[src/rtl/if_fetch_ctrl.sv]
`default_nettype none
// ============================================================================
// Module   : if_fetch_ctrl
// Brief    : Instruction-fetch sequencer: PC, imem handshake, IF/ID slot,
//            stall / redirect handling and sticky memory-timeout error.
// Revision : 1.0
// ============================================================================
module if_fetch_ctrl #(
    parameter logic [31:0] RESET_PC = 32'h0000_0000,
    parameter int          TIMEOUT  = 15
) (
    input  logic        clk,
    input  logic        rst,
    input  logic        stall_in,
    input  logic        redirect_valid,
    input  logic [31:0] redirect_pc,
    input  logic        imem_ready,
    input  logic [31:0] imem_rdata,
    output logic        imem_read,
    output logic [31:0] imem_addr,
    output logic        ifid_valid,
    output logic [31:0] ifid_instr,
    output logic [31:0] ifid_pc,
    output logic        fetch_err
);

    typedef enum logic [1:0] {
        S_IDLE  = 2'd0,
        S_FETCH = 2'd1,
        S_HOLD  = 2'd2,
        S_ERR   = 2'd3
    } state_t;

    localparam logic [3:0] c_CNT_LAST = 4'(TIMEOUT - 1);

    state_t      r_state;
    logic [31:0] r_pc;
    logic        r_valid;
    logic [31:0] r_instr;
    logic [31:0] r_ifpc;
    logic [3:0]  r_cnt;

    state_t      w_state;
    logic [31:0] w_pc;
    logic        w_valid;
    logic [31:0] w_instr;
    logic [31:0] w_ifpc;
    logic [3:0]  w_cnt;
    logic        w_read;
    logic [31:0] w_redir_pc;
    logic [1:0]  w_unused_bits;

    // Targets are word-aligned; low address bits of a redirect are dropped.
    assign w_redir_pc    = {redirect_pc[31:2], 2'b00};
    assign w_unused_bits = redirect_pc[1:0];

    always_comb begin
        w_state = r_state;
        w_pc    = r_pc;
        w_valid = r_valid;
        w_instr = r_instr;
        w_ifpc  = r_ifpc;
        w_cnt   = r_cnt;
        w_read  = 1'b0;
        case (r_state)
            S_IDLE: begin
                if (redirect_valid) begin
                    w_pc    = w_redir_pc;
                    w_valid = 1'b0;
                    w_cnt   = 4'd0;
                end
                w_state = S_FETCH;
            end
            S_FETCH: begin
                if (redirect_valid) begin
                    w_pc    = w_redir_pc;
                    w_valid = 1'b0;
                    w_cnt   = 4'd0;
                    w_state = S_FETCH;
                end else if (r_valid && stall_in) begin
                    w_state = S_HOLD;
                end else begin
                    w_read = 1'b1;
                    if (imem_ready) begin
                        w_instr = imem_rdata;
                        w_ifpc  = r_pc;
                        w_valid = 1'b1;
                        w_pc    = r_pc + 32'd4;
                        w_cnt   = 4'd0;
                    end else begin
                        w_valid = 1'b0;
                        w_cnt   = r_cnt + 4'd1;
                        if (r_cnt == c_CNT_LAST) begin
                            w_state = S_ERR;
                        end
                    end
                end
            end
            S_HOLD: begin
                if (redirect_valid) begin
                    w_pc    = w_redir_pc;
                    w_valid = 1'b0;
                    w_cnt   = 4'd0;
                    w_state = S_FETCH;
                end else if (!stall_in) begin
                    // Leaving HOLD does not consume the held slot.
                    w_state = S_FETCH;
                end
            end
            S_ERR: begin
                w_valid = 1'b0;
            end
            default: begin
                w_state = S_IDLE;
            end
        endcase
    end

    always_ff @(posedge clk) begin
        if (!rst) begin
            r_state <= S_IDLE;
            r_pc    <= RESET_PC;
            r_valid <= 1'b0;
            r_instr <= 32'd0;
            r_ifpc  <= 32'd0;
            r_cnt   <= 4'd0;
        end else begin
            r_state <= w_state;
            r_pc    <= w_pc;
            r_valid <= w_valid;
            r_instr <= w_instr;
            r_ifpc  <= w_ifpc;
            r_cnt   <= w_cnt;
        end
    end

    assign imem_read  = w_read;
    assign imem_addr  = r_pc;
    assign ifid_valid = r_valid;
    assign ifid_instr = r_instr;
    assign ifid_pc    = r_ifpc;
    assign fetch_err  = (r_state == S_ERR);

endmodule
`default_nettype wire

[config.mk]
export PLATFORM = sky130hd
export DESIGN_NAME = if_fetch_ctrl
export DESIGN_NICKNAME = d
export VERILOG_FILES = /design/src/rtl/if_fetch_ctrl.sv
export SDC_FILE = /design/constraint.sdc
export NUM_CORES = 1
export LEC_CHECK = 0
export ABC_CLOCK_PERIOD_IN_PS = 5000
export BUFFER_PORTS_ARGS = -buffer_cell sky130_fd_sc_hd__buf_2
export CAP_MARGIN = 20
export CORE_ASPECT_RATIO = 1.1
export CORE_UTILIZATION = 39
export CTS_CLUSTER_DIAMETER = 50
export DETAILED_ROUTE_END_ITERATION = 7
export PLACE_DENSITY = 0.75
export SYNTH_ARGS = -nofsm -noshare
export SYNTH_HDL_FRONTEND = slang
export SYNTH_SLANG_ARGS = --single-unit
[constraint.sdc]
create_clock -name clk -period 5 [get_ports clk]
set_input_delay 1 -clock clk [delete_from_list [all_inputs] [get_ports clk]]
set_output_delay 1 -clock clk [all_outputs]
set_load 0.01 [all_outputs]
== Word level (Yosys, flattened, before mapping) ==
Cells that the tools add are included.

* $add $sub $neg: 2
* Equality and inequality tests: 10
* Reductions and logical operators: 10
* Bitwise logic cells: 2
* Multiplexer cells: 25

{| class="wikitable"
|+ Operators with widths
! kind !! count
|-
| $mux W32 || 4
|-
| $pmux W32 S2 || 1
|-
| $add A32 B3 Y32 const B || 1
|-
| $mux W4 || 4
|-
| $mux W2 || 6
|-
| $reduce_and A4 Y1 || 3
|-
| $ne A3 B3 Y1 const B || 3
|-
| $ne A4 B4 Y1 const B || 2
|-
| $pmux W4 S2 || 1
|-
| $mux W1 || 7
|-
| $pmux W2 S3 || 1
|-
| $add A4 B1 Y4 const B || 1
|-
| $eq A2 B2 Y1 const B || 2
|-
| $eq A4 B4 Y1 const B || 1
|-
| $pmux W1 S3 || 1
|-
| $reduce_and A3 Y1 || 1
|-
| $reduce_bool A3 Y1 || 1
|-
| $eq A2 B1 Y1 const B || 1
|-
| $logic_not A2 Y1 || 1
|-
| $ne A2 B1 Y1 const B || 1
|-
| $not A1 Y1 || 2
|-
| $reduce_and A2 Y1 || 1
|-
| $reduce_bool A2 Y1 || 1
|-
| $reduce_or A2 Y1 || 1
|-
| $logic_and A1 B1 Y1 || 1
|}

* Register bits after elaboration: 103
* Output and inout bits: 99
* Input bits: 69

== Depth between registers and ports, before layout ==
* Depth in word-level cells: 6
* Mapped depth: 8
* Depth with buffers taken out: 6

== Worst setup path after synthesis ==
Ideal clock, no wire load.

* Kind: in2out
* Start point: input port redirect_valid
* End point: output port imem_read
* Data required time: 4.000 ns
* Buffers on the path: 2
* Cell stages on the path: 3
* Data arrival time: 1.655 ns
* Setup slack: 2.345 ns
* Cell sequence: clkbuf_1 -> clkbuf_1 -> nor2_1

* Longest elaborated chain between the ends: 2

{| class="wikitable"
|+ Ends and longest elaborated chain
! what !! line !! source
|-
| start: declaration || 15 || <nowiki>input logic redirect_valid,</nowiki>
|-
| $mux W1 || 75 || <nowiki>if (redirect_valid) begin</nowiki>
|-
| $mux W1 || 65 || <nowiki>case (r_state)</nowiki>
|-
| end: declaration || 19 || <nowiki>output logic imem_read,</nowiki>
|}

No other way between the ends.

== Final worst setup path ==
* Start point: input port redirect_valid
* End point: register r_pc[11], in the netlist imem_addr[11]

* Longest elaborated chain between the ends: 2
* Elaborated cells between the ends (all ways): 6
* Those cells by class: 3 x eq/ne; 2 x mux; 1 x reduce/logical

{| class="wikitable"
|+ Ends and longest elaborated chain
! what !! line !! source
|-
| $ne A3 B3 Y1 (no source line), or another cell as far along || -- ||
|-
| $reduce_and A4 Y1 (no source line) or $pmux W32 S2 (tied branches) || -- ||
|-
| end signal: assignment || 129 || <nowiki>r_pc <= w_pc;</nowiki>
|-
| end: declaration || 37 || <nowiki>logic [31:0] r_pc;</nowiki>
|}

Several ways; a longest one is shown, not always the timed one.
A chain may end at the register's enable or synchronous reset.

==> flow_summary_export.csv <==
group,metric,value,unit
pwr,p_per_area,315,nW/µm²
cts,clk_latency,0.34,ns
worst_setup_path,ff2ff_path_depth,6,
place,dp_hpwl,8.90,mm
floorplanning,die_x,104,µm
final_layout,diodes,0,
synth,yosysWarnings,0,
sta,grt_setup_unrepaired,"false",
route,drc_errors,0,
worst_setup_path,startpoint_type,"primary input",
sta,period_needed,2.62,ns
final_layout,layout_commonest_cell,"buf_2",
sta,fin_skew,0.00500,ns
route,drt_iter0_drc,319,
grt,overflow,0,
sta,hold_viol,0,
pwr,power.total,0.00177,W
sta,setup_viol,0,
place,portBuffers,161,
grt,grt_max_degree,58,
cts,post_cts_buffers,0,
worst_setup_path,r2r_end,"imem_addr[30]$_SDFFE_PN0P_",
sta,worst_slack,2.38,ns
worst_setup_path,worstSetupEndpointType,"register",
floorplanning,io-pin-count,168,
pwr,irDropWorstVdd,0.000137,V
place,finalWeightedCongestion,0.803,
synth,ys_seq_elements,99,
sta,fin_tns_setup,0,ns
synth,synthCells,575,
route,dr.pass1.iters,5,
final_layout,final_cell_mix,"buf_2, nand2_1, dfxtp_1",
cts,clock_sinks,99,
final_layout,final_util,50.9,%
sta,slew_headroom,32.6,%
synth,synthTopCellsByArea,"dfxtp_1, nand2_1, a21oi_1",
synth,yosys.area.top_type_share,44.6,%
cts,cts_tree,"built",
cts,postCtsResizedCells,0,
worst_setup_path,reg2reg_slack,2.59,ns
synth,async_reset_ff_share,0,%
final_layout,drive_gt1_share,27.2,%
synth,synth_top_cell_by_area,"dfxtp_1",
hold_path,hold_start,"ifid_instr[30]$_SDFFE_PN0P_",
pwr,power.leakage,2.39,nW
cts,numCtsBuffers,9,
hold_path,worst_hold_path.num_cells,2,
status,run_status,"finished clean",
floorplanning,start_util,40.3,%
worst_setup_path,worstPathMaxFanout,32,
route,vias,4723,
final_layout,nets,785,
place,place_ws,2.02,ns
cts,h-tree-depth,3,
grt,grt_pass1_vias,4100,
sta,fmax,381,MHz
hold_path,hold_end,"ifid_instr[30]$_SDFFE_PN0P_",
synth,synth_cell_types,56,
cts,cts.path.max_buffers,2,
synth,synthFlopType,"dfxtp_1",
worst_setup_path,r2r_start,"r_state[0]$_SDFFE_PN0P_",
synth,postSynthAreaPerCell,7.72,µm²
worst_setup_path,required,5.28,ns
synth,synth_edf_count,0,
synth,seq_area_frac_synth,44.6,%
grt,antenna_found_initial,0,
worst_setup_path,cp.arrival,2.91,ns
route,routed_wl,12.8,mm
run,drv_cap,0,
cts,hold_buffers,0,
sta,min_period_over_period,52.5,%
floorplanning,die_y,114,µm
grt,grt_pass1_wl,20.1,mm
worst_setup_path,critPathKind,"primary input to register",
sta,worstMarginPinSlew,1.01,ns
floorplanning,coreArea,11000,µm²
route,ant_nets,0,
floorplanning,fp-row-count,40,
final_layout,fillers,1072,
cts,cts_root_buf,"clkbuf_16",
sta,drv_slew,0,
cts,path_clk_slew,0.06,ns
final_layout,syn2layout_area_growth,26.3,%
route,vias_per_cell,5.47,
floorplanning,design.die.area,11800,µm²
route,wl_per_cell,14.8,µm
synth,synth_area,4440,µm²
grt,track_usage,21.0,%
hold_path,min_path_type,"register to register",
==> stage by stage <==
stage	instances	hold WS [ns]	instance area (µm²)
finish	864	0.451	5610
detailed placement	847	0.444	5290
floorplan	578	0.479	4450
CTS	862	0.453	5590
global placement	847	0.439	5290
global route	864	0.470	5610
==> power breakdown <==
group | switching, W | internal [W]
clock network | 0.000279 | 0.000412
registers | 0.0000430 | 0.000822
logic | 0.000124 | 0.0000872
total | 0.000445 | 0.00132
==> critical path, stage by stage <==
cell,delay (ns)
buf_2,0.21
nand2b_1,0.48
buf_4,0.40
or4_1,0.52
a21oi_1,0.15
o21a_1,0.13
==> worst max path at each step <==
stage               cells after the start                          to      startpoint  slack [ns]
floorplan                               3                   imem_read  redirect_valid        2.35
global placement                        6  imem_addr[30]$_SDFFE_PN0P_  redirect_valid        2.08
detailed placement                      5  imem_addr[22]$_SDFFE_PN0P_  redirect_valid        2.02
CTS                                     5  imem_addr[22]$_SDFFE_PN0P_  redirect_valid        2.35
global route                            6  imem_addr[30]$_SDFFE_PN0P_  redirect_valid        2.21
finish                                  6  imem_addr[11]$_SDFFE_PN0P_  redirect_valid        2.38
==> sequential cells by signal, indices dropped and copies added, names as in the netlist <==
register,count
ifid_instr,32
ifid_pc,30
imem_addr,30
r_cnt,4
r_state,2
ifid_valid,1
==> cell families after synthesis <==
family	after synthesis	share of synthesized area (%)
simple gates	257	26.7
compound gates	160	22.0
flops	99	44.6
buf+inv	51	4.96
fa+ha+maj	3	0.845
xor+xnor	3	0.592
other cells	1	0.0844
mux	1	0.225
==> metal layers <==
layer  vias to the layer above  track usage (%)  part of all wire [%]
met5                         -                0                     0
met2                       201             34.9                    49
met3                        14             3.37                   6.9
met4                         0             9.14                   1.6
met1                      2225             27.1                    43
li1                       2283                -                     -
==> synth_stat cells, types with 3 or more instances <==
| cell | n |
|---|---|
| nor2_1 | 30 |
| inv_1 | 6 |
| nand2_1 | 151 |
| o31a_1 | 4 |
| nor3_1 | 9 |
| clkbuf_1 | 28 |
| a31oi_1 | 10 |
| a21boi_0 | 4 |
| a32oi_1 | 5 |
| and3_1 | 5 |
| nand3_1 | 17 |
| o211ai_1 | 4 |
| a22oi_1 | 3 |
| o21ai_0 | 17 |
| nor2b_1 | 3 |
| and4_1 | 3 |
| nand2b_1 | 5 |
| dfxtp_1 | 99 |
| buf_4 | 4 |
| o21a_1 | 4 |
| or3_1 | 6 |
| a211oi_1 | 3 |
| nand4_1 | 11 |
| a21oi_1 | 85 |
| ha_1 | 3 |
| buf_2 | 11 |
| a221oi_1 | 3 |
==> layout make-up <==
| type | instances | area, µm² | share of cell area (%) |
|---|---|---|---|
| clock buffer | 13 | 260 | 4.64 |
| clock inverter | 2 | 35.0 | 0.625 |
| inverter | 6 | 22.5 | 0.402 |
| multi-input combinational | 428 | 2250 | 40.2 |
| sequential | 99 | 1980 | 35.3 |
| tap | 147 | 184 | 3.28 |
| timing repair buffer | 169 | 873 | 15.6 |
Power figures use the tool's default switching activity.
